--- config.mk ---
export PLATFORM = sky130hd
export DESIGN_NAME = register_file_write_arbiter_flat
export DESIGN_NICKNAME = d
export VERILOG_FILES = /design/src/rtl/register_file_write_arbiter_if.sv /design/src/rtl/register_file_write_arbiter.sv /design/src/flat_wrapper.sv
export SDC_FILE = /design/constraint.sdc
export NUM_CORES = 1
export LEC_CHECK = 0
export ABC_CLOCK_PERIOD_IN_PS = 2390
export BUFFER_PORTS_ARGS = -buffer_cell sky130_fd_sc_hd__buf_2
export CAP_MARGIN = 30
export CORE_MARGIN = 2
export CORE_UTILIZATION = 40
export CTS_CLUSTER_DIAMETER = 100
export DETAILED_ROUTE_END_ITERATION = 6
export PLACE_DENSITY = 0.69
export REMOVE_ABC_BUFFERS = 1
export SLEW_MARGIN = 30
export SYNTH_ARGS = -nofsm -noshare
export SYNTH_HDL_FRONTEND = slang
export SYNTH_SLANG_ARGS = --single-unit
--- constraint.sdc ---
create_clock -name clock -period 2.39 [get_ports clock]
set_input_delay 0.478 -clock clock [delete_from_list [all_inputs] [get_ports clock]]
set_output_delay 0.478 -clock clock [all_outputs]
set_load 0.02 [all_outputs]
--- src/rtl/register_file_write_arbiter_if.sv ---
// Write-port bundle between two writeback requesters, the arbiter and the register file.
// The master side drives requests; the slave side is the arbiter.
interface register_file_write_arbiter_if #(
  parameter int ADDRESS_WIDTH = 5,
  parameter int DATA_WIDTH    = 32
);
  logic                     request_valid_0;
  logic                     request_ready_0;
  logic [ADDRESS_WIDTH-1:0] request_address_0;
  logic [DATA_WIDTH-1:0]    request_data_0;
  logic                     request_valid_1;
  logic                     request_ready_1;
  logic [ADDRESS_WIDTH-1:0] request_address_1;
  logic [DATA_WIDTH-1:0]    request_data_1;
  logic                     write_enabled;
  logic [ADDRESS_WIDTH-1:0] write_address;
  logic [DATA_WIDTH-1:0]    write_data;
  logic                     grant_index;
  logic                     init_done;

  modport master (
    output request_valid_0, request_address_0, request_data_0,
    output request_valid_1, request_address_1, request_data_1,
    input  request_ready_0, request_ready_1,
    input  write_enabled, write_address, write_data, grant_index, init_done
  );

  modport slave (
    input  request_valid_0, request_address_0, request_data_0,
    input  request_valid_1, request_address_1, request_data_1,
    output request_ready_0, request_ready_1,
    output write_enabled, write_address, write_data, grant_index, init_done
  );
endinterface

--- src/rtl/register_file_write_arbiter.sv ---
// Register file write-port sequencer: zeroes every register after reset, then
// round-robins the single write port between two valid/ready writeback requesters.
module register_file_write_arbiter #(
  parameter int ADDRESS_WIDTH  = 5,
  parameter int DATA_WIDTH     = 32,
  parameter bit CLEAR_ON_RESET = 1'b1
) (
  input logic                           clock,
  input logic                           reset_n,
  register_file_write_arbiter_if.slave  bus
);

  typedef enum logic {
    CLEAR,
    RUN
  } state_e;

  state_e                   state_q, state_d;
  logic [ADDRESS_WIDTH-1:0] clear_counter_q, clear_counter_d;
  logic                     last_grant_q, last_grant_d;
  logic                     write_enabled_q, write_enabled_d;
  logic [ADDRESS_WIDTH-1:0] write_address_q, write_address_d;
  logic [DATA_WIDTH-1:0]    write_data_q, write_data_d;
  logic                     grant_index_q, grant_index_d;
  logic                     init_done_q, init_done_d;

  logic grant_0, grant_1;
  logic ready_0, ready_1;
  logic transfer_0, transfer_1;

  // With both valid, the requester that did not win last time gets the port.
  always_comb begin
    grant_0    = bus.request_valid_0 && (!bus.request_valid_1 || last_grant_q);
    grant_1    = bus.request_valid_1 && (!bus.request_valid_0 || !last_grant_q);
    ready_0    = (state_q == RUN) && grant_0;
    ready_1    = (state_q == RUN) && grant_1;
    transfer_0 = bus.request_valid_0 && ready_0;
    transfer_1 = bus.request_valid_1 && ready_1;
  end

  always_comb begin
    state_d         = state_q;
    clear_counter_d = clear_counter_q;
    last_grant_d    = last_grant_q;
    write_enabled_d = 1'b0;
    write_address_d = write_address_q;
    write_data_d    = write_data_q;
    grant_index_d   = grant_index_q;
    init_done_d     = init_done_q;

    case (state_q)
      CLEAR: begin
        write_enabled_d = 1'b1;
        write_address_d = clear_counter_q;
        write_data_d    = '0;
        clear_counter_d = clear_counter_q + 1'b1;
        if (&clear_counter_q) begin
          state_d     = RUN;
          init_done_d = 1'b1;
        end
      end
      RUN: begin
        // Register 0 is hardwired zero: accept the request but suppress the write.
        if (transfer_0) begin
          grant_index_d = 1'b0;
          last_grant_d  = 1'b0;
          if (bus.request_address_0 != '0) begin
            write_enabled_d = 1'b1;
            write_address_d = bus.request_address_0;
            write_data_d    = bus.request_data_0;
          end
        end else if (transfer_1) begin
          grant_index_d = 1'b1;
          last_grant_d  = 1'b1;
          if (bus.request_address_1 != '0) begin
            write_enabled_d = 1'b1;
            write_address_d = bus.request_address_1;
            write_data_d    = bus.request_data_1;
          end
        end
      end
      default: state_d = RUN;
    endcase
  end

  always_ff @(posedge clock) begin
    if (!reset_n) begin
      state_q         <= CLEAR_ON_RESET ? CLEAR : RUN;
      clear_counter_q <= '0;
      last_grant_q    <= 1'b1;
      write_enabled_q <= 1'b0;
      write_address_q <= '0;
      write_data_q    <= '0;
      grant_index_q   <= 1'b0;
      init_done_q     <= !CLEAR_ON_RESET;
    end else begin
      state_q         <= state_d;
      clear_counter_q <= clear_counter_d;
      last_grant_q    <= last_grant_d;
      write_enabled_q <= write_enabled_d;
      write_address_q <= write_address_d;
      write_data_q    <= write_data_d;
      grant_index_q   <= grant_index_d;
      init_done_q     <= init_done_d;
    end
  end

  assign bus.request_ready_0 = ready_0;
  assign bus.request_ready_1 = ready_1;
  assign bus.write_enabled   = write_enabled_q;
  assign bus.write_address   = write_address_q;
  assign bus.write_data      = write_data_q;
  assign bus.grant_index     = grant_index_q;
  assign bus.init_done       = init_done_q;

endmodule

--- src/flat_wrapper.sv ---
// flat-port wrapper written by rule: the top's interface ports become plain ports
module register_file_write_arbiter_flat 
#(
  parameter int ADDRESS_WIDTH  = 5,
  parameter int DATA_WIDTH     = 32,
  parameter bit CLEAR_ON_RESET = 1'b1
)
  (clock, reset_n, bus_request_valid_0, bus_request_address_0, bus_request_data_0, bus_request_valid_1, bus_request_address_1, bus_request_data_1, bus_request_ready_0, bus_request_ready_1, bus_write_enabled, bus_write_address, bus_write_data, bus_grant_index, bus_init_done);
  register_file_write_arbiter_if #(.ADDRESS_WIDTH(ADDRESS_WIDTH), .DATA_WIDTH(DATA_WIDTH)) bus_i ();
  input logic clock;
  input logic reset_n;
  input wire logic [$bits(bus_i.request_valid_0)-1:0] bus_request_valid_0;
  input wire logic [$bits(bus_i.request_address_0)-1:0] bus_request_address_0;
  input wire logic [$bits(bus_i.request_data_0)-1:0] bus_request_data_0;
  input wire logic [$bits(bus_i.request_valid_1)-1:0] bus_request_valid_1;
  input wire logic [$bits(bus_i.request_address_1)-1:0] bus_request_address_1;
  input wire logic [$bits(bus_i.request_data_1)-1:0] bus_request_data_1;
  output wire logic [$bits(bus_i.request_ready_0)-1:0] bus_request_ready_0;
  output wire logic [$bits(bus_i.request_ready_1)-1:0] bus_request_ready_1;
  output wire logic [$bits(bus_i.write_enabled)-1:0] bus_write_enabled;
  output wire logic [$bits(bus_i.write_address)-1:0] bus_write_address;
  output wire logic [$bits(bus_i.write_data)-1:0] bus_write_data;
  output wire logic [$bits(bus_i.grant_index)-1:0] bus_grant_index;
  output wire logic [$bits(bus_i.init_done)-1:0] bus_init_done;
  assign bus_i.request_valid_0 = bus_request_valid_0;
  assign bus_i.request_address_0 = bus_request_address_0;
  assign bus_i.request_data_0 = bus_request_data_0;
  assign bus_i.request_valid_1 = bus_request_valid_1;
  assign bus_i.request_address_1 = bus_request_address_1;
  assign bus_i.request_data_1 = bus_request_data_1;
  assign bus_request_ready_0 = bus_i.request_ready_0;
  assign bus_request_ready_1 = bus_i.request_ready_1;
  assign bus_write_enabled = bus_i.write_enabled;
  assign bus_write_address = bus_i.write_address;
  assign bus_write_data = bus_i.write_data;
  assign bus_grant_index = bus_i.grant_index;
  assign bus_init_done = bus_i.init_done;
  register_file_write_arbiter #(.ADDRESS_WIDTH(ADDRESS_WIDTH), .DATA_WIDTH(DATA_WIDTH), .CLEAR_ON_RESET(CLEAR_ON_RESET)) u_core (.clock(clock), .reset_n(reset_n), .bus(bus_i));
endmodule
## Word level (Yosys, flattened, before mapping)

Cells that the tools add are included.

- Bits in registers: 47
- Latch bits: 0
- Bits in writable memories: 0
- Bits in read-only memories: 0
- Bits of input ports: 78
- Output and inout port bits: 42
- Logic and storage cells: 50
- Memories kept: 0

- Add/subtract/negate cells: 1
- Multiply operators: 0
- Div/mod/pow operators: 0
- $lt $le $gt $ge: 0
- Equal/unequal tests: 3
- Shifts and indexed selects: 0
- Mux-type cells: 19
- Bitwise logic cells: 1
- Reduce and logical (&&, ||, !) cells: 18

Operators by type and width:

| kind | number |
|---|---|
| two-way mux 32 bit | 4 |
| case mux 32 bit (2 select lines) | 1 |
| two-way mux 5 bit | 4 |
| case mux 5 bit (2 select lines) | 1 |
| nonzero test 5 bit | 2 |
| != test 3 bit (second input constant) | 3 |
| two-way mux 1 bit | 8 |
| logical AND 1 bit | 6 |
| AND reduction 6 bit | 1 |
| adder 5 x 1 -> 5 bit (second input constant) | 1 |
| AND reduction 5 bit | 1 |
| logical NOT 1 bit | 3 |
| AND reduction 3 bit | 1 |
| logical OR 1 bit | 2 |
| case mux 1 bit (2 select lines) | 1 |
| AND reduction 2 bit | 1 |
| nonzero test 2 bit | 1 |
| NOT 1 bit | 1 |

## Depth between registers and ports, before layout

- Depth in word-level cells: 8
- Mapped depth: 9
- Gate-level depth less buffers: 6

## Worst setup path after synthesis

OpenSTA, ideal clock, no wires.

- Path kind: input to register
- Start: input port bus_request_address_1[2]
- End: register u_core.write_data_q[16] (netlist: u_core.bus.write_data[16])
- Setup time: 0.074 ns
- Arrival: 1.738 ns
- Required time: 2.316 ns
- Slack: 0.578 ns
- Cell stages on the path: 7
- Path buffers: 2
- Cell sequence: or4_4 nor2_4 o211ai_2 and2_4 buf_6 buf_12 o22ai_2

- Word-level cells in the longest chain between the ends: 3

RTL lines:

| what | line | text |
|---|---|---|
| start, declared | flat_wrapper.sv:16 | `input wire logic [$bits(bus_i.request_address_1)-1:0] bus_request_address_1;` |
| nonzero test 5 bit | register_file_write_arbiter.sv:75 | `if (bus.request_address_1 != '0) begin` |
| != test 3 bit (no source line) | -- |  |
| AND reduction 3 bit (no source line) | -- |  |
| end signal, assigned | register_file_write_arbiter.sv:102 | `write_data_q <= write_data_d;` |
| end, declared | register_file_write_arbiter.sv:23 | `logic [DATA_WIDTH-1:0] write_data_q, write_data_d;` |

No other way between the ends.
A chain may end at the register's enable or synchronous reset.

## Worst setup path in the final report

- Start: register u_core.state_q
- End: output port bus_request_ready_0

- Word-level cells in the longest chain between the ends: 1

RTL lines:

| what | line | text |
|---|---|---|
| start, declared | register_file_write_arbiter.sv:18 | `state_e state_q, state_d;` |
| start signal, assigned | register_file_write_arbiter.sv:88 | `state_q <= CLEAR_ON_RESET ? CLEAR : RUN;` |
| start signal, assigned | register_file_write_arbiter.sv:97 | `state_q <= state_d;` |
| logical AND 1 bit | register_file_write_arbiter.sv:35 | `ready_0 = (state_q == RUN) && grant_0;` |
| end, declared | flat_wrapper.sv:18 | `output wire logic [$bits(bus_i.request_ready_0)-1:0] bus_request_ready_0;` |

No other way between the ends.

==> impl_metrics.ini <==
[run_status]
status = completed

[critical_path]
reg2reg_slack_ps = 490
reg2reg_depth = 6
required_ps = 1910
arrival_ps = 1650
critPathMaxFanout = 12
r2r-start = u_core.state_q
critPathLaunchType = flip-flop
end_kind = output port
critPathKind = reg -> out
r2r_end = u_core.bus.write_data[27]

[timing]
setup_viol = 0
fin_crit_sh_pct = 89.0
hold_viol_final = 0
fin_crit_ps = 2130
setup-tns-final_ps = 0
final-max-slew-violation-count = 0
whs_ps = 432
relSlewSlack_pct = 51.4
rsz0062_at_grt = false
worst_pin_slew_ps = 728
finClkSkew_ps = 7.82
setup_slack_ps = 262
fmax_mhz = 470

[clocking]
clkSinkCount = 47
root_buffer = clkbuf_8
clock_latency_ps = 300
cts_setup_buffers = 0
cts_max_path_buffers = 2
cts_made_buffers = 5
cts_tree = yes
htreeDepth = 2
clk_pin_slew_ps = 90

[pwr]
p_leak_nw = 1.38
ir_drop_mv = 0.210
powerDensity_mw_per_mm2 = 511
finalPower_mw = 1.53

[global_routing]
grt_max_degree = 43
grt_pass1_vias = 2197
antenna_found_initial = 0
grtUsageTotal_pct = 19.1
grt.overflow.total = 0
grt_pass1_wl_um = 9720

[floorplan]
coreArea_mm2 = 0.00547
die_area_mm2 = 0.00625
die_h_um = 79.1
start_util_pct = 41.2
row_count = 27
io_pins = 120
die_x_um = 79.1

[logic_synthesis]
synth_cells = 259
yosysSeqAreaShare_pct = 41.7
synthDistinctLibCells = 34
ys_ff_latch = 47
syn_avg_cell_area_um2 = 8.71
yosys_warnings = 0
syn-cell-area_mm2 = 0.00225

[layout]
num_antenna_cells = 0
final_nets = 451
layout_commonest_cell = buf_2
syn2layout_area_growth_pct = 32.8
final_cell_mix = 119 x buf_2, 65 x nand2_1, 46 x dfxtp_1
drive_gt1_share_pct = 41.4

[route]
ant_nets = 0
wl_um = 5810
drc = 0
drt-initial-drc-count = 77
vias = 2262
drt-pass1-iter-count = 4
wire_per_inst_um = 13.1
drt-vias-per-instance = 5.09

[hold_path]
hold_end = u_core.last_grant_q
hp-class = in -> reg
min_from = reset_n
holdPathStages = 2

[placed_design]
place_congestion = 0.789
dp_slack_ps = 383
hpwl_um = 4280
port_buffers = 119

[run]
maxCapViolCount = 0
[cells by family (layout without fill, tap and decap cells)]
family / after synthesis / in the layout / synth area share (%)
AND/OR/NAND/NOR: 116 / 116 / 22.9
adder cells (fa/ha/maj): 2 / 2 / 1.11
buffers and inverters: 24 / 137 / 5.72
flip-flops: 47 / 47 / 41.7
XOR/XNOR: 3 / 3 / 1.17
AO/OA/AOI/OAI: 49 / 49 / 19.4
multiplexers: 18 / 18 / 7.99
[through the flow]
step,std cells,util [%],instance area [um2]
after global placement,436,52.5,2880
after floorplan,238,-,2140
after detailed placement,436,52.5,2880
after global routing,444,54.7,2990
after CTS,444,54.7,2990
final,444,54.7,2990
[worst max path at each step]
stage	from	end	slack [ps]
floorplan	u_core.state_q	u_core.bus.write_data[18]	-650
global placement	u_core.state_q	u_core.bus.write_data[13]	420
detailed placement	u_core.state_q	u_core.bus.write_data[27]	380
CTS	u_core.state_q	bus_request_ready_0	110
global route	u_core.state_q	bus_request_ready_0	150
finish	u_core.state_q	bus_request_ready_0	260
[layout make-up]
type                    count  area, um2
fillers                   533       2480
multi-input cells         188       1180
flip-flops and latches     47        942
repair buffers            126        648
well taps                  72       90.1
clock buffers               6       82.6
clock inverters             2       35.0
inverters                   3       11.3
[worst max-delay path: stages, from the launching register on]
cell     delay, ps
dfxtp_2        480
and2_1         310
nand2_2        140
inv_2          210
buf_2          210
[synth_stat cells (all sizes together)]
library cell  instances  area share [%]
nand2                66              11
dfxtp                47              42
nor2                 23             4.3
a311oi               21             8.2
mux2i                18             8.0
o22ai                12             6.4
clkbuf               11             1.8
nand3                11             2.4
buf                  10             3.4
o211ai                7             2.6
nor2b                 6             1.7
o21ai                 5             1.1
and2                  4             1.2
inv                   3            0.50
xnor2                 3             1.2
and3                  2            0.55
ha                    2             1.1
or4                   2             1.0
a21o                  1            0.33
a21oi                 1            0.22
a31oi                 1            0.28
and4                  1            0.39
nand2b                1            0.28
o21a                  1            0.33
[what timing repair did]
item	CTS	global route
endpoints found under the setup margin	0	1
hold buffers	0	0
gates resized for setup	0	1
[power breakdown]
group	switching (mW)	internal, mW	total, mW
clock network	0.261	0.339	0.600
logic	0.0598	0.0752	0.135
registers	0.00634	0.790	0.796
[sequential cells by signal, summed over array words and instances (netlist names)]
signal                    cells
u_core.bus.write_enabled      1
u_core.bus.init_done          1
u_core.bus.write_data        32
u_core.bus.write_address      5
u_core.last_grant_q           1
u_core.clear_counter_q        5
u_core.bus.grant_index        1
u_core.state_q                1
[layer usage]
metal  share of wire (%)  GRT usage, %
met3                  10          6.02
met1                  46          24.4
met4                0.46          4.48
met2                  43          31.6
met5                   0             0
Note: power is estimated with default switching activity, not from simulation.
